<file path="src/rtl/multicycle_ctrl_pkg.sv">
// Shared types and encodings for the multi-cycle RV32I control sequencer.
// Holds FSM states, instruction classes, opcode fields and control encodings.
package cpu_ctrl_pkg;

  typedef enum logic [2:0] {
    FETCH  = 3'd0,
    DECODE = 3'd1,
    EXEC   = 3'd2,
    MEM    = 3'd3,
    WB     = 3'd4,
    TRAP   = 3'd5
  } state_t;

  typedef enum logic [1:0] {
    CL_ALU    = 2'd0,
    CL_LOAD   = 2'd1,
    CL_STORE  = 2'd2,
    CL_BRANCH = 2'd3
  } insn_class_t;

  localparam logic [6:0] OP_IMM    = 7'b0010011;
  localparam logic [6:0] OP_REG    = 7'b0110011;
  localparam logic [6:0] OP_LOAD   = 7'b0000011;
  localparam logic [6:0] OP_STORE  = 7'b0100011;
  localparam logic [6:0] OP_BRANCH = 7'b1100011;

  localparam logic [2:0] F3_ADD = 3'b000;
  localparam logic [2:0] F3_LW  = 3'b010;
  localparam logic [2:0] F3_SW  = 3'b010;
  localparam logic [2:0] F3_BEQ = 3'b000;
  localparam logic [2:0] F3_BNE = 3'b001;

  localparam logic [6:0] F7_ADD = 7'b0000000;
  localparam logic [6:0] F7_SUB = 7'b0100000;

  localparam logic [1:0] ALU_ADD = 2'b00;
  localparam logic [1:0] ALU_SUB = 2'b01;
  localparam logic [1:0] ALU_CMP = 2'b10;

  localparam logic [1:0] IMM_I = 2'b00;
  localparam logic [1:0] IMM_S = 2'b01;
  localparam logic [1:0] IMM_B = 2'b10;

endpackage

</file>
<file path="src/rtl/multicycle_ctrl_if.sv">
// Instruction- and data-memory request/acknowledge bundle.
// Handshake: a req stays high until the cycle its ack is high; that cycle completes the transfer
// (imem_rdata is valid with imem_ack). An ack seen while the matching req is low carries no meaning.
interface multicycle_ctrl_if #(
  parameter int DATA_WIDTH = 32
);
  logic                  imem_req;
  logic                  imem_ack;
  logic [DATA_WIDTH-1:0] imem_rdata;
  logic                  dmem_req;
  logic                  dmem_we;
  logic                  dmem_ack;

  modport master (
    output imem_req,
    input  imem_ack,
    input  imem_rdata,
    output dmem_req,
    output dmem_we,
    input  dmem_ack
  );

  modport slave (
    input  imem_req,
    output imem_ack,
    output imem_rdata,
    input  dmem_req,
    input  dmem_we,
    output dmem_ack
  );
endinterface

</file>
<file path="src/rtl/multicycle_ctrl_decoder.sv">
// Combinational RV32I subset decoder: classifies the instruction register and
// produces the ALU/immediate selects; anything outside the subset is flagged illegal.
module insn_decoder
  import cpu_ctrl_pkg::*;
(
  input  logic [6:0]  opcode,
  input  logic [2:0]  funct3,
  input  logic [6:0]  funct7,
  output insn_class_t cls,
  output logic        is_bne,
  output logic [1:0]  alu_ctrl,
  output logic        alu_src,
  output logic [1:0]  imm_src,
  output logic        illegal
);

  always_comb begin
    cls      = CL_ALU;
    alu_ctrl = ALU_ADD;
    alu_src  = 1'b0;
    imm_src  = IMM_I;
    illegal  = 1'b1;
    is_bne   = (funct3 == F3_BNE);
    case (opcode)
      OP_IMM: begin
        alu_src = 1'b1;
        illegal = (funct3 != F3_ADD);
      end
      OP_REG: begin
        alu_ctrl = (funct7 == F7_SUB) ? ALU_SUB : ALU_ADD;
        illegal  = (funct3 != F3_ADD) || ((funct7 != F7_ADD) && (funct7 != F7_SUB));
      end
      OP_LOAD: begin
        cls     = CL_LOAD;
        alu_src = 1'b1;
        illegal = (funct3 != F3_LW);
      end
      OP_STORE: begin
        cls     = CL_STORE;
        alu_src = 1'b1;
        imm_src = IMM_S;
        illegal = (funct3 != F3_SW);
      end
      OP_BRANCH: begin
        cls      = CL_BRANCH;
        alu_ctrl = ALU_CMP;
        imm_src  = IMM_B;
        illegal  = (funct3 != F3_BEQ) && (funct3 != F3_BNE);
      end
      default: illegal = 1'b1;
    endcase
  end

endmodule

</file>
<file path="src/rtl/multicycle_ctrl.sv">
// Multi-cycle control sequencer: fetches into IR, then steps FETCH/DECODE/EXEC/MEM/WB
// and pulses the datapath strobes; illegal encodings park the FSM in TRAP until reset.
module multicycle_ctrl
  import cpu_ctrl_pkg::*;
#(
  parameter int DATA_WIDTH    = 32,
  parameter int ADDRESS_WIDTH = 5
) (
  input  logic                     clk,
  input  logic                     rst,
  multicycle_ctrl_if.master        mem,
  input  logic                     EQ,
  output logic                     PCen,
  output logic                     PCsrc,
  output logic                     RegWrite,
  output logic                     ALUsrc,
  output logic [1:0]               ALUctrl,
  output logic                     ResultSrc,
  output logic [1:0]               ImmSrc,
  output logic [ADDRESS_WIDTH-1:0] rs1,
  output logic [ADDRESS_WIDTH-1:0] rs2,
  output logic [ADDRESS_WIDTH-1:0] rd,
  output logic                     illegal,
  output logic [DATA_WIDTH-1:0]    retired,
  output state_t                   state
);

  state_t                state_q, state_d;
  logic [DATA_WIDTH-1:0] ir_q;
  logic [DATA_WIDTH-1:0] retired_q;

  insn_class_t dec_cls;
  logic        dec_bne, dec_alusrc, dec_illegal;
  logic [1:0]  dec_aluctrl, dec_immsrc;

  logic load_ir, retire;
  logic imem_req_c, dmem_req_c, pcen_c, regwrite_c;

  insn_decoder u_dec (
    .opcode   (ir_q[6:0]),
    .funct3   (ir_q[14:12]),
    .funct7   (ir_q[31:25]),
    .cls      (dec_cls),
    .is_bne   (dec_bne),
    .alu_ctrl (dec_aluctrl),
    .alu_src  (dec_alusrc),
    .imm_src  (dec_immsrc),
    .illegal  (dec_illegal)
  );

  assign rs1 = ir_q[15 +: ADDRESS_WIDTH];
  assign rs2 = ir_q[20 +: ADDRESS_WIDTH];
  assign rd  = ir_q[7 +: ADDRESS_WIDTH];

  always_ff @(posedge clk) begin
    if (!rst) begin
      state_q   <= FETCH;
      ir_q      <= '0;
      retired_q <= '0;
    end else begin
      state_q <= state_d;
      if (load_ir) ir_q <= mem.imem_rdata;
      if (retire)  retired_q <= retired_q + 1'b1;
    end
  end

  always_comb begin
    state_d    = state_q;
    load_ir    = 1'b0;
    retire     = 1'b0;
    imem_req_c = 1'b0;
    dmem_req_c = 1'b0;
    mem.dmem_we = 1'b0;
    pcen_c     = 1'b0;
    PCsrc      = 1'b0;
    regwrite_c = 1'b0;
    ALUsrc     = 1'b0;
    ALUctrl    = ALU_ADD;
    ResultSrc  = 1'b0;
    ImmSrc     = IMM_I;
    case (state_q)
      FETCH: begin
        imem_req_c = 1'b1;
        if (mem.imem_ack) begin
          load_ir = 1'b1;
          state_d = DECODE;
        end
      end
      DECODE: begin
        ALUsrc  = dec_alusrc;
        ALUctrl = dec_aluctrl;
        ImmSrc  = dec_immsrc;
        state_d = dec_illegal ? TRAP : EXEC;
      end
      EXEC: begin
        ALUsrc  = dec_alusrc;
        ALUctrl = dec_aluctrl;
        ImmSrc  = dec_immsrc;
        case (dec_cls)
          CL_BRANCH: begin
            // BNE takes the branch on !EQ, BEQ on EQ.
            pcen_c  = 1'b1;
            PCsrc   = EQ ^ dec_bne;
            retire  = 1'b1;
            state_d = FETCH;
          end
          CL_LOAD, CL_STORE: state_d = MEM;
          default:           state_d = WB;
        endcase
      end
      MEM: begin
        ImmSrc      = dec_immsrc;
        dmem_req_c  = 1'b1;
        mem.dmem_we = (dec_cls == CL_STORE);
        if (mem.dmem_ack) begin
          if (dec_cls == CL_STORE) begin
            pcen_c  = 1'b1;
            retire  = 1'b1;
            state_d = FETCH;
          end else begin
            state_d = WB;
          end
        end
      end
      WB: begin
        ImmSrc     = dec_immsrc;
        regwrite_c = (rd != '0);
        ResultSrc  = (dec_cls == CL_LOAD);
        pcen_c     = 1'b1;
        retire     = 1'b1;
        state_d    = FETCH;
      end
      TRAP:    state_d = TRAP;
      default: state_d = FETCH;
    endcase
  end

  // Strobes are forced low for the whole time reset is held, whatever state is registered.
  assign mem.imem_req = rst & imem_req_c;
  assign mem.dmem_req = rst & dmem_req_c;
  assign PCen         = rst & pcen_c;
  assign RegWrite     = rst & regwrite_c;

  assign illegal = (state_q == TRAP);
  assign retired = retired_q;
  assign state   = state_q;

endmodule

</file>
<file path="src/flat_wrapper.sv">
// flat-port wrapper written by rule: the top's interface ports become plain ports
module multicycle_ctrl_flat import cpu_ctrl_pkg::*;
#(
  parameter int DATA_WIDTH    = 32,
  parameter int ADDRESS_WIDTH = 5
)
  (clk, rst, EQ, PCen, PCsrc, RegWrite, ALUsrc, ALUctrl, ResultSrc, ImmSrc, rs1, rs2, rd, illegal, retired, state, mem_imem_req, mem_imem_ack, mem_imem_rdata, mem_dmem_req, mem_dmem_we, mem_dmem_ack);
  multicycle_ctrl_if #(.DATA_WIDTH(DATA_WIDTH)) mem_i ();
  input  logic clk;
  input  logic rst;
  input  logic EQ;
  output logic PCen;
  output logic PCsrc;
  output logic RegWrite;
  output logic ALUsrc;
  output logic [1:0] ALUctrl;
  output logic ResultSrc;
  output logic [1:0] ImmSrc;
  output logic [ADDRESS_WIDTH-1:0] rs1;
  output logic [ADDRESS_WIDTH-1:0] rs2;
  output logic [ADDRESS_WIDTH-1:0] rd;
  output logic illegal;
  output logic [DATA_WIDTH-1:0] retired;
  output state_t state;
  output wire logic [$bits(mem_i.imem_req)-1:0] mem_imem_req;
  input wire logic [$bits(mem_i.imem_ack)-1:0] mem_imem_ack;
  input wire logic [$bits(mem_i.imem_rdata)-1:0] mem_imem_rdata;
  output wire logic [$bits(mem_i.dmem_req)-1:0] mem_dmem_req;
  output wire logic [$bits(mem_i.dmem_we)-1:0] mem_dmem_we;
  input wire logic [$bits(mem_i.dmem_ack)-1:0] mem_dmem_ack;
  assign mem_imem_req = mem_i.imem_req;
  assign mem_i.imem_ack = mem_imem_ack;
  assign mem_i.imem_rdata = mem_imem_rdata;
  assign mem_dmem_req = mem_i.dmem_req;
  assign mem_dmem_we = mem_i.dmem_we;
  assign mem_i.dmem_ack = mem_dmem_ack;
  multicycle_ctrl #(.DATA_WIDTH(DATA_WIDTH), .ADDRESS_WIDTH(ADDRESS_WIDTH)) u_core (.clk(clk), .rst(rst), .mem(mem_i), .EQ(EQ), .PCen(PCen), .PCsrc(PCsrc), .RegWrite(RegWrite), .ALUsrc(ALUsrc), .ALUctrl(ALUctrl), .ResultSrc(ResultSrc), .ImmSrc(ImmSrc), .rs1(rs1), .rs2(rs2), .rd(rd), .illegal(illegal), .retired(retired), .state(state));
endmodule
</file>
<file path="config.mk">
export PLATFORM = sky130hd
export DESIGN_NAME = multicycle_ctrl_flat
export DESIGN_NICKNAME = d
export VERILOG_FILES = /design/src/rtl/multicycle_ctrl_pkg.sv /design/src/rtl/multicycle_ctrl_if.sv /design/src/rtl/multicycle_ctrl_decoder.sv /design/src/rtl/multicycle_ctrl.sv /design/src/flat_wrapper.sv
export SDC_FILE = /design/constraint.sdc
export NUM_CORES = 1
export LEC_CHECK = 0
export ABC_AREA = 0
export CORE_ASPECT_RATIO = 0.7
export CORE_MARGIN = 8
export CORE_UTILIZATION = 43
export CTS_BUF_LIST = sky130_fd_sc_hd__clkbuf_4 sky130_fd_sc_hd__clkbuf_8
export DETAILED_ROUTE_END_ITERATION = 6
export GPL_TIMING_DRIVEN = 0
export PLACE_DENSITY = 0.84
export SYNTH_ARGS = -nofsm -noshare
export SYNTH_HDL_FRONTEND = slang
export SYNTH_SLANG_ARGS = --single-unit
</file>
<file path="constraint.sdc">
create_clock -name clk -period 3.6 [get_ports clk]
set_input_delay 0.72 -clock clk [delete_from_list [all_inputs] [get_ports clk]]
set_output_delay 0.72 -clock clk [all_outputs]
set_load 0.05 [all_outputs]
</file>
== After elaboration in Yosys (flattened, before gate mapping) ==
Cells that the tools add are included.

* Reductions and logical operators: 13
* Equality and inequality tests: 20
* Add/sub/neg operators: 1
* Multiplexer cells: 28
* Bitwise logic cells: 5

{| class="wikitable"
|+ Operator list
! kind !! count
|-
| adder 32 x 1 -> 32 bit (second input constant) || 1
|-
| equality test 7 x 6 -> 1 bit (second input constant) || 3
|-
| 2-to-1 mux 1 bit || 15
|-
| case mux 3 bit (5 select lines) || 1
|-
| 2-to-1 mux 3 bit || 4
|-
| case mux 2 bit (2 select lines) || 2
|-
| equality test 7 x 2 -> 1 bit (second input constant) || 1
|-
| equality test 7 x 5 -> 1 bit (second input constant) || 1
|-
| equality test 7 bit (second input constant) || 1
|-
| != test 7 x 6 -> 1 bit (second input constant) || 1
|-
| nonzero test 7 bit || 1
|-
| equality test 3 x 1 -> 1 bit (second input constant) || 2
|-
| equality test 3 x 2 -> 1 bit (second input constant) || 2
|-
| equality test 3 bit (second input constant) || 2
|-
| case mux 2 bit (3 select lines) || 1
|-
| case mux 3 bit (2 select lines) || 1
|-
| OR reduction 2 bit || 3
|-
| nonzero test 5 bit || 1
|-
| AND 1 bit || 4
|-
| equality test 2 bit (second input constant) || 2
|-
| 2-to-1 mux 2 bit || 2
|-
| != test 2 bit (second input constant) || 2
|-
| case mux 1 bit (4 select lines) || 1
|-
| OR reduction 4 bit || 1
|-
| 11 further kinds || 12
|}

* Flip-flop bits (word level): 67
* Output and inout port bits: 63
* Logic and storage cells: 70

== Depth between registers and ports, before layout ==
Gate-level depths: netlist of run 1.

* Word-level depth: 7
* Mapped depth: 11

== By module ==
Synthesis of run 1 repeated with hierarchy kept, for this count alone.

* Cells, all modules: 417
* Area, all modules: 3389.5 um2

{| class="wikitable"
|+ By module, submodules not included
! module !! sequential area each (um2) !! instances !! cells each !! area each (um2)
|-
| multicycle_ctrl || 1341.3 || 1 || 391 || 3195.6
|-
| insn_decoder || 0.0 || 1 || 26 || 193.9
|}

== Worst setup path before layout of run 1 ==
Ideal clock, no wire load.

* Path type: register to output
* Start point: register u_core.state_q[1], in the netlist u_core.state[1]
* End point: output port ALUsrc
* Arrival time: 3585 ps
* Path buffers: 1
* Slack: -705 ps
* Cell stages (with the launch flop): 5
* Cells stage by stage: dfxtp_1 > buf_2 > nand2b_1 > a21o_1 > a2111oi_0

* Cells in the longest elaborated chain, start to end: 3
* Elaborated cells between the ends (all ways): 4

{| class="wikitable"
|+ Ends and longest elaborated chain
! item !! line !! source
|-
| start, declared || multicycle_ctrl.sv:28 || <nowiki>state_t state_q, state_d;</nowiki>
|-
| start signal, assigned || multicycle_ctrl.sv:61 || <nowiki>state_q <= state_d;</nowiki>
|-
| equality test 3 x 1 -> 1 bit / equality test 3 x 2 -> 1 bit (equally long branches) || multicycle_ctrl.sv:81 || <nowiki>case (state_q)</nowiki>
|-
| OR reduction 2 bit (no source line) * || - ||
|-
| 2-to-1 mux 1 bit * || multicycle_ctrl.sv:81 ||
|-
| end, declared || flat_wrapper.sv:15 || <nowiki>output logic ALUsrc;</nowiki>
|}

Every way passes the cells marked *; elsewhere a longest branch is shown, timed or not.

== Final worst setup path of run 1 ==
* Start point: register u_core.ir_q[3]
* End point: output port PCen

* Cells in the longest elaborated chain, start to end: 7
* Elaborated cells between the ends (all ways): 11

{| class="wikitable"
|+ Ends and longest elaborated chain
! item !! line !! source
|-
| start, declared || multicycle_ctrl.sv:29 || <nowiki>logic [DATA_WIDTH-1:0] ir_q;</nowiki>
|-
| start signal, assigned || multicycle_ctrl.sv:62 || <nowiki>if (load_ir) ir_q <= mem.imem_rdata;</nowiki>
|-
| equality test 7 bit, or another cell as far along || multicycle_ctrl_decoder.sv:24 || <nowiki>case (opcode)</nowiki>
|-
| case mux 2 bit (3 select lines) * || multicycle_ctrl_decoder.sv:24 ||
|-
| equality test 2 bit || multicycle_ctrl.sv:116 || <nowiki>if (dec_cls == CL_STORE) begin</nowiki>
|-
| 2-to-1 mux 1 bit || multicycle_ctrl.sv:116 ||
|-
| 2-to-1 mux 1 bit || multicycle_ctrl.sv:115 || <nowiki>if (mem.dmem_ack) begin</nowiki>
|-
| case mux 1 bit (3 select lines) * || multicycle_ctrl.sv:81 ||
|-
| AND 1 bit * || multicycle_ctrl.sv:141 || <nowiki>assign PCen = rst & pcen_c;</nowiki>
|-
| end, declared || flat_wrapper.sv:12 || <nowiki>output logic PCen;</nowiki>
|}

Marked as above.

==> results by stage, run 1 <==
Timing:
- After layout, the worst setup slack is between 0.15 and 0.2 ns.
- At the pin with the least slew margin, the transition time is around 0.75 ns.
- On the final layout, the worst clock skew is between 0.006 and 0.007 ns.
- The summed negative setup slack over all endpoints is 0 ns.
- The total setup violations reported at the end of the flow is 0.
- The count of final max-slew check failures came to 0.
- The hold violation total from the final report is 0.
- The worst slew margin relative to its limit is 0.4979.
- The minimum clock period after layout is roughly 3.4 ns.
- Setup repair after global routing left no endpoint under its margin.
- Dividing the final minimum period by the clock period gives 0.9516.
- Static timing analysis puts the maximum clock frequency at between 200 and 300 MHz.

Yosys:
- The share of flip-flops with an asynchronous set or reset is 0.
- The most instantiated flip-flop cell in the synthesis netlist is dfxtp_1.
- The flip-flop and latch count after synthesis is 67.
- For this run, the number of Yosys warnings is 0.
- Of the synthesized area, sequential elements account for 0.4150.
- The number of unique standard cell types used by synthesis is 52.
- The largest total area in the synthesized netlist belongs to dfxtp_1.
- The mapped cell area is between 3000 and 4000 µm².
- The mean instance size in the synthesized netlist is between 7 and 8 µm².
- After technology mapping, the gate count stands at slightly above 400.
- The share of synthesized area in the top cell type comes to 0.4150.
- The number of synthesized flops with an enable pin is 0.
- The post-synthesis net count is 450.
- By area the synthesized netlist is led by dfxtp_1 (42%), nand2_1 (9.4%), a21oi_1 (7.7%).

Clock tree:
- The number of clock buffers added by TritonCTS is 9.
- TritonCTS built the clock tree.
- The clock reaches the later pin of the worst-skew pair after ~0.34 ns.
- The H-tree generated during clock tree synthesis spans 3 levels.
- The number of clock sinks seen by CTS is between 60 and 70.
- The cell sitting at the root of the clock tree is a clkbuf_8.
- No sink is reached through more buffers than the 2 on the longest clock path.
- Clock-pin slew was measured on the worst setup and hold paths at around 0.07 ns.

Worst setup path:
- Counting cells, the worst reg-to-reg path comes to 11.
- The signal arrival time at the worst endpoint is 2.71 ns.
- The endpoint required time on the critical path is ~2.9 ns.
- The maximum cell stage delay along the critical path is 0.37 ns.
- The type of the setup path with the least slack is reg2out.
- The master of the slowest instance on the critical path is a221oi_4.
- In this run the worst path has a maximum fanout of 10.
- The signal on the critical path passes through nand4bb_2, nor2_2, o21ai_0, ha_1, and4b_1, a221oi_4, buf_4, nor2_1, buf_2.
- The kind of start point of the critical path is a register.
- The worst setup path is captured at an output pin.

Detailed routing:
- The DRC marker count from the first detailed-route iteration is 254.
- Dividing the detail-routed wire length by the instance count gives ~15 µm.
- Using the TritonRoute via totals, the vias-per-cell ratio works out to between 5 and 6.
- The first detailed-routing pass ran for 4 iterations.
- The count of nets left with antenna violations after detail routing is 0.
- The detailed-route wire length is 9.103 mm.
- The number of remaining DRC errors is 0.
- The total number of vias is 3215.

GRT:
- Across every metal layer, demand over resource in global routing totals 0.1687.
- The via count of the first global-routing pass is ~3100.
- The first global-routing pass estimated between 10 and 15 mm of wire.
- The initial antenna violation count came to 0.
- For this run the aggregate overflow at the end of global routing stands at 0.
- The pin count of the biggest net entering global routing is 13.

Placed design:
- After legalization and detailed placement, the total HPWL measured 6.966 mm.
- Before CTS, the worst setup slack after placement is -0.3260 ns.
- At the end of routability-driven placement, the weighted congestion stood at roughly 0.84.
- During placement, the flow inserted port buffers numbering 99.

Floorplanning:
- The initialized floorplan defines 26 standard-cell rows.
- The floorplan die height is slightly below 90 µm.
- For this design the top-level I/O count stands at 100.
- The core box area is roughly 7300 µm².
- The full die area is 10590 µm².
- The initial utilization of the core area, before any placement, comes to 0.4435.
- In this run the horizontal extent of the chip is 119.6 µm.

Run status:
- The flow ran to the end, and the final reports show no timing, DRC or antenna violations.

Final layout:
- The net count of the finished layout is between 500 and 600.
- The share of the core filled with cells is 0.6253.
- Fill cells in the final layout number ~660.
- The antenna diode count is 0.
- The multi-input gate area in the final layout is 1669 µm².
- In the layout the commonest cells are clkdlybuf4s50_1 (96), nand2_1 (81), dfxtp_1 (67).
- The fraction of final layout cells with drive strength greater than 1 is 0.09542.
- The synthesis-to-finish area growth is 41.00%.
- The library cell used most frequently in the layout, excluding fill and tap cells, is clkdlybuf4s50_1.
- The register area is approximately 1300 µm².

Worst hold path:
- The min-delay analysis places its worst path in the category reg2reg.
- Along the worst hold path, the cell count comes to 2.

Power and ir drop:
- The post-layout total power is around 1.6 mW.
- The power density relative to cell area is roughly 350 nW/µm².
- IR analysis of the VDD net gives a maximum drop of slightly below 0.0002 V.
- The leakage power summed over all cells is approximately 1.6 nW.

Run:
- The number of maximum-capacitance constraint violations is 0.
-- critical path: cells and delay by family (launching register included) --
kind                       cells  cell delay (ns)
and+or+nand+nor                4             0.77
adders and majority gates      1             0.26
buffers and inverters          2             0.47
AOI/OAI and AO/OA              2             0.55
DFF                            1             0.32
-- cell families (layout without fill, tap and decap cells) --
kind of cell             Yosys count  in the layout  synth area share
multiplexers                       1              1          0.003097
buffers and inverters             48            164           0.07627
AND/OR/NAND/NOR                  189            189            0.2923
flip-flops                        67             67            0.4150
adder cells (fa/ha/maj)            5              5           0.01936
AO/OA/AOI/OAI                     82             82            0.1506
XOR/XNOR                          16             16           0.04336
-- cell type report --
| type | instances | share of cell area |
|---|---|---|
| clock buffer | 10 | 0.03020 |
| buffer | 38 | 0.04668 |
| sequential | 67 | 0.2943 |
| multi-input combinational | 293 | 0.3663 |
| inverter | 10 | 0.008237 |
| tap | 98 | 0.02691 |
| timing repair buffer | 100 | 0.2183 |
| clock inverter | 6 | 0.009061 |
-- sequential cells by signal, indices dropped and copies added, names as in the netlist --
signal	flops
u_core.ir_q	32
u_core.retired	32
u_core.state	3
-- report_power, final --
group | internal (mW) | total [mW] | switching (mW)
clock | 0.267 | 0.562 | 0.295
combinational | 0.109 | 0.250 | 0.141
sequential | 0.766 | 0.786 | 0.0200
total | 1.14 | 1.60 | 0.457
-- per-stage QoR --
stage / hold WS, ns / std cells / instance area (µm²)
finish: 0.4531 / 622 / 4557
global route: 0.4709 / 622 / 4557
CTS: 0.4580 / 621 / 4546
detailed placement: 0.4470 / 605 / 4352
global placement: 0.4390 / 605 / 4352
floorplan: 0.4308 / 408 / 3238
-- cell usage after synthesis, types with 4 or more instances --
master    number
and3_1         5
inv_1          9
o21ai_0        8
dfxtp_1       67
clkbuf_1      20
or4_1          9
nand3_1        9
o31ai_1        7
nor3_1         7
nand2b_1       7
nand2_1       81
or3_1          7
and2_1         4
a21oi_1       50
nor2_1        29
nand4_1        6
ha_1           5
buf_4         15
nor4_1         7
xnor2_1       15
-- path summary, 6_finish.rpt --
path | from | to | slack (ns)
worst min-delay path | u_core.ir_q[31] | u_core.ir_q[31] | 0.45
worst max register to register | u_core.ir_q[3] | u_core.retired[31] | 0.60
worst max-delay path | u_core.ir_q[3] | PCen | 0.17
worst min register to register | u_core.ir_q[31] | u_core.ir_q[31] | 0.45
-- metal layers --
layer,vias up,share of wire,global-route usage
met5,-,0,0
met4,0,0.012,0.05418
met3,10,0.077,0.05800
met2,93,0.44,0.2685
met1,1488,0.47,0.2113
li1,1624,-,-
-- what timing repair did --
action	CTS	global route
pin swaps	0	1
gates resized for setup	7	6
hold buffers	0	0
buffers inserted	0	1
endpoints found under the setup margin	2	2
Power figures use the tool's default switching activity.
==> run 2, diff against run 1 <==
--- a/config.mk
+++ b/config.mk
@@ -5,7 +5,6 @@
 export SDC_FILE = /design/constraint.sdc
 export NUM_CORES = 1
 export LEC_CHECK = 0
-export ABC_AREA = 0
 export CORE_ASPECT_RATIO = 0.7
 export CORE_MARGIN = 8
 export CORE_UTILIZATION = 43
==> results of run 2 <==
No change in the layout: final DEF, timing and power equal those of run 1.
